### config.mk
export PLATFORM = sky130hd
export DESIGN_NAME = sat_cnt
export DESIGN_NICKNAME = d
export VERILOG_FILES = /design/src/rtl/lfsr_prbs_checker_sat_cnt.sv
export SDC_FILE = /design/constraint.sdc
export NUM_CORES = 1
export LEC_CHECK = 0
export ABC_AREA = 1
export CORE_AREA = 2 2 59 47
export CTS_CLUSTER_DIAMETER = 150
export DETAILED_ROUTE_END_ITERATION = 10
export DIE_AREA = 0 0 61 49
export PLACE_DENSITY = 0.77
export SYNTH_ARGS = -nofsm -noshare
export SYNTH_HDL_FRONTEND = slang
export SYNTH_SLANG_ARGS = --single-unit
### constraint.sdc
create_clock -name clk_i -period 1.3 [get_ports clk_i]
set_input_delay 0.195 -clock clk_i [delete_from_list [all_inputs] [get_ports clk_i]]
set_output_delay 0.195 -clock clk_i [all_outputs]
set_load 0.02 [all_outputs]
### src/rtl/lfsr_prbs_checker_sat_cnt.sv
// sat_cnt: up-counter that sticks at all-ones. A clear wins over the old
// value but not over an increment arriving in the same cycle, so the
// result of clear-plus-increment is 1.
module sat_cnt #(
  parameter int WIDTH = 16
) (
  input  logic             clk_i,
  input  logic             rst_n_i,
  input  logic             clr_i,
  input  logic             inc_i,
  output logic [WIDTH-1:0] cnt_o
);

  logic [WIDTH-1:0] cnt_q;
  logic [WIDTH-1:0] cnt_d;

  // Next count: clear first, then saturating increment.
  always_comb begin
    cnt_d = cnt_q;
    if (clr_i) begin
      cnt_d = inc_i ? WIDTH'(1) : '0;
    end else if (inc_i && (cnt_q != '1)) begin
      cnt_d = cnt_q + 1'b1;
    end
  end

  // Count register.
  always_ff @(posedge clk_i or negedge rst_n_i) begin
    if (!rst_n_i) begin
      cnt_q <= '0;
    end else begin
      cnt_q <= cnt_d;
    end
  end

  assign cnt_o = cnt_q;

endmodule

==> run metrics <==
Routed Antenna Nets 0; number of DRC markers in iteration 0 32; Required @ worst endpoint 1530 ps; area leader, netlist dfrtp_1; Starting Density between 40% and 50%; final worst slack -118.1 ps; total die area 2989 µm²; max FFs per register 16; initial antenna violation count 0; post-synthesis cell type count 24; Yosys reg bits 16; GR Util met1 30.62%; Worst Path Buf+Inv 1; total power just under 1 mW; largest cells by area after synthesis dfrtp_1 39%, nand2_1 19%, nor2_1 7.7%, nand3_1 6.9%, inv_1 4.4%; Post-DP HPWL 2148 µm; Worst EP arrival ~1700 ps; area of the multi-input gates ~650 µm²; final setup skew 7.955 ps; Rows 16; Syn Area/Cell 6.852 µm²; CP Launch Type flip-flop; GRT overflow 0; Max VDD drop 0.0005248 V; MaxCap Viol Count 0; die height 49 µm; GR peak layer met2; Max Slew Vio Count 0; Root Driver clkbuf_4; I/O Buffers 19; leak pwr 0.8127 nW; Post-Route WL slightly above 3000 µm; Area after DPL around 1500 µm²; run status complete, but fails checks; Setup Crit Path Kind reg2reg; Pre-antenna DRT Iters 4; Final setup viols 16; CTS tree yes; Ports 20; # hold bufs at CTS 0; Setup WS pre-CTS -237.9 ps; Nets 207; setup TNS -1328 ps; clk buf depth 2; Post-Syn Nets about 150; RePlAce Congestion between 0.8 and 0.9; Cell Pwr Density ~620 nW/µm²; ant diodes 0; final hold viol count 0; Post-synth EDFFs 0; Synth Warn # 0; fin crit period 1418 ps; H-tree Lvls 1; top_reg_cell synth dfrtp_1; CP top delay family flip-flops; GR Util met3 5.305%; clk sink count 16; vias post-DR 1,187; utilization after layout 64.48%; r2r setup slk -120 ps; Overall Global Routing Usage a little under a quarter; Reg area ~400 µm²; DR DRC count 0; WL/cell 13.09 µm; CP max stage cell dfrtp_2; share of the synthesized area in the top cell type roughly 40%; Worst-Margin Slew 237.8 ps; vias in the first global route roughly 1,100; Chip Width 61 µm; fmax 0.7052 GHz; max incr delay on CP 400 ps; Setup crit end kind flip-flop; worst-path cell chain ha_4, nand2_4, nor2_4, nand2_4, nor2_4, o21ai_2, buf_4, a21oi_1; failing checks negative setup slack; share of cells above drive strength 1 33.83%; Fillers 219; ys async rst share 100.0%; met2 Usage GRT 35.84%; Post-Syn Instances about 150; Num CTS Buffers 3; first-pass GRT wire length 5112 µm; clk_lat worst skew ~300 ps; largest net degree at the start of global routing 17; RSZ-0062 raised after global routing yes; CORE AREA approximately 2500 µm²; Post-Syn Area roughly 1000 µm²; Final Instance Area 1588 µm²; fin crit share 109.1%; Area Overhead vs Synth 55.51%; average via count per standard cell ~5; CTS clk-pin slew, worst paths approximately 100 ps; Worst slew margin between 80% and 90%; CP max FO 3; Seq/Total Area, Yosys 39.22%; Hold Path Class in2async
==> kinds of logic after synthesis <==
family / count (synthesis) / synth area share, %
AO/OA/AOI/OAI: 12 / 7.230
XOR/XNOR: 3 / 2.574
adder cells (fa/ha/maj): 1 / 1.225
buffers and inverters: 17 / 7.106
flip-flops: 16 / 39.22
AND/OR/NAND/NOR: 100 / 42.65
==> cell usage after synthesis (2+ instances only) <==
cell type and number:
nand2_2 2, o21ai_0 2, nor2_4 2, a21oi_1 4, nand4_1 6, inv_1 12
dfrtp_1 16, nand3_1 14, o21bai_1 3, xnor2_1 3, nand2_1 52, nor2_1 21
==> final cells by class <==
type	instances	area share, %
Clock buffer	4	1.655
Tap cell	36	2.837
Multi-Input combinational cell	116	41.06
Timing Repair Buffer	51	25.53
Sequential cell	16	25.45
Inverter	14	3.467
==> where the power goes <==
part | internal, mW | total (mW) | switching, mW
Combinational | 0.0730 | 0.165 | 0.0916
Sequential | 0.510 | 0.522 | 0.0120
Clock | 0.120 | 0.292 | 0.173
==> layout by cell type (no fill, tap or decap), types with 3 or more instances in the layout <==
cell and n:
o21bai_1 3, xnor2_1 3, clkdlybuf4s50_1 3, clkbuf_4 3, nand2_4 3, nor2_1 16
inv_1 12, dfrtp_2 3, nand3_1 10, nor2_4 6, dfrtp_1 13, buf_4 31
nand4_1 6, dlygate4sd2_1 9, nand2_1 49, nand3_2 4, buf_2 3
==> routing by layer <==
metal / vias up / wire [µm]
li1: 579 / -
met1: 550 / 1361
met2: 47 / 1476
met3: 11 / 173
met4: 0 / 92
met5: - / 0
==> final timing paths <==
kind                                       from               endpoint  depth (start not counted)
hold reg to reg            cnt_o[2]$_DFFE_PN0P_   cnt_o[2]$_DFFE_PN0P_                          2
hold / removal                          rst_n_i   cnt_o[5]$_DFFE_PN0P_                          2
max in group asynchronous               rst_n_i   cnt_o[2]$_DFFE_PN0P_                          2
min in group clk_i         cnt_o[2]$_DFFE_PN0P_   cnt_o[2]$_DFFE_PN0P_                          2
setup reg to reg           cnt_o[0]$_DFFE_PN0P_  cnt_o[11]$_DFFE_PN0P_                          8
setup / recovery           cnt_o[0]$_DFFE_PN0P_  cnt_o[11]$_DFFE_PN0P_                          8
==> metrics by stage <==
| stage | hold slack (ps) | instances |
|---|---|---|
| 4_1_cts | 215.9 | 236 |
| 3_3_place_gp | 534.5 | 230 |
| 5_1_grt | 225.1 | 237 |
| 6_report | 208.0 | 237 |
| 3_5_place_dp | 535.2 | 230 |
| 2_1_floorplan | -100.6 | 149 |
==> what timing repair did <==
action,CTS,global route
setup buffers,2,1
gates cloned,0,0
resized for setup,45,10
setup endpoints to repair,32,20
pin swaps,11,8
Note: power is estimated with default switching activity, not from simulation.
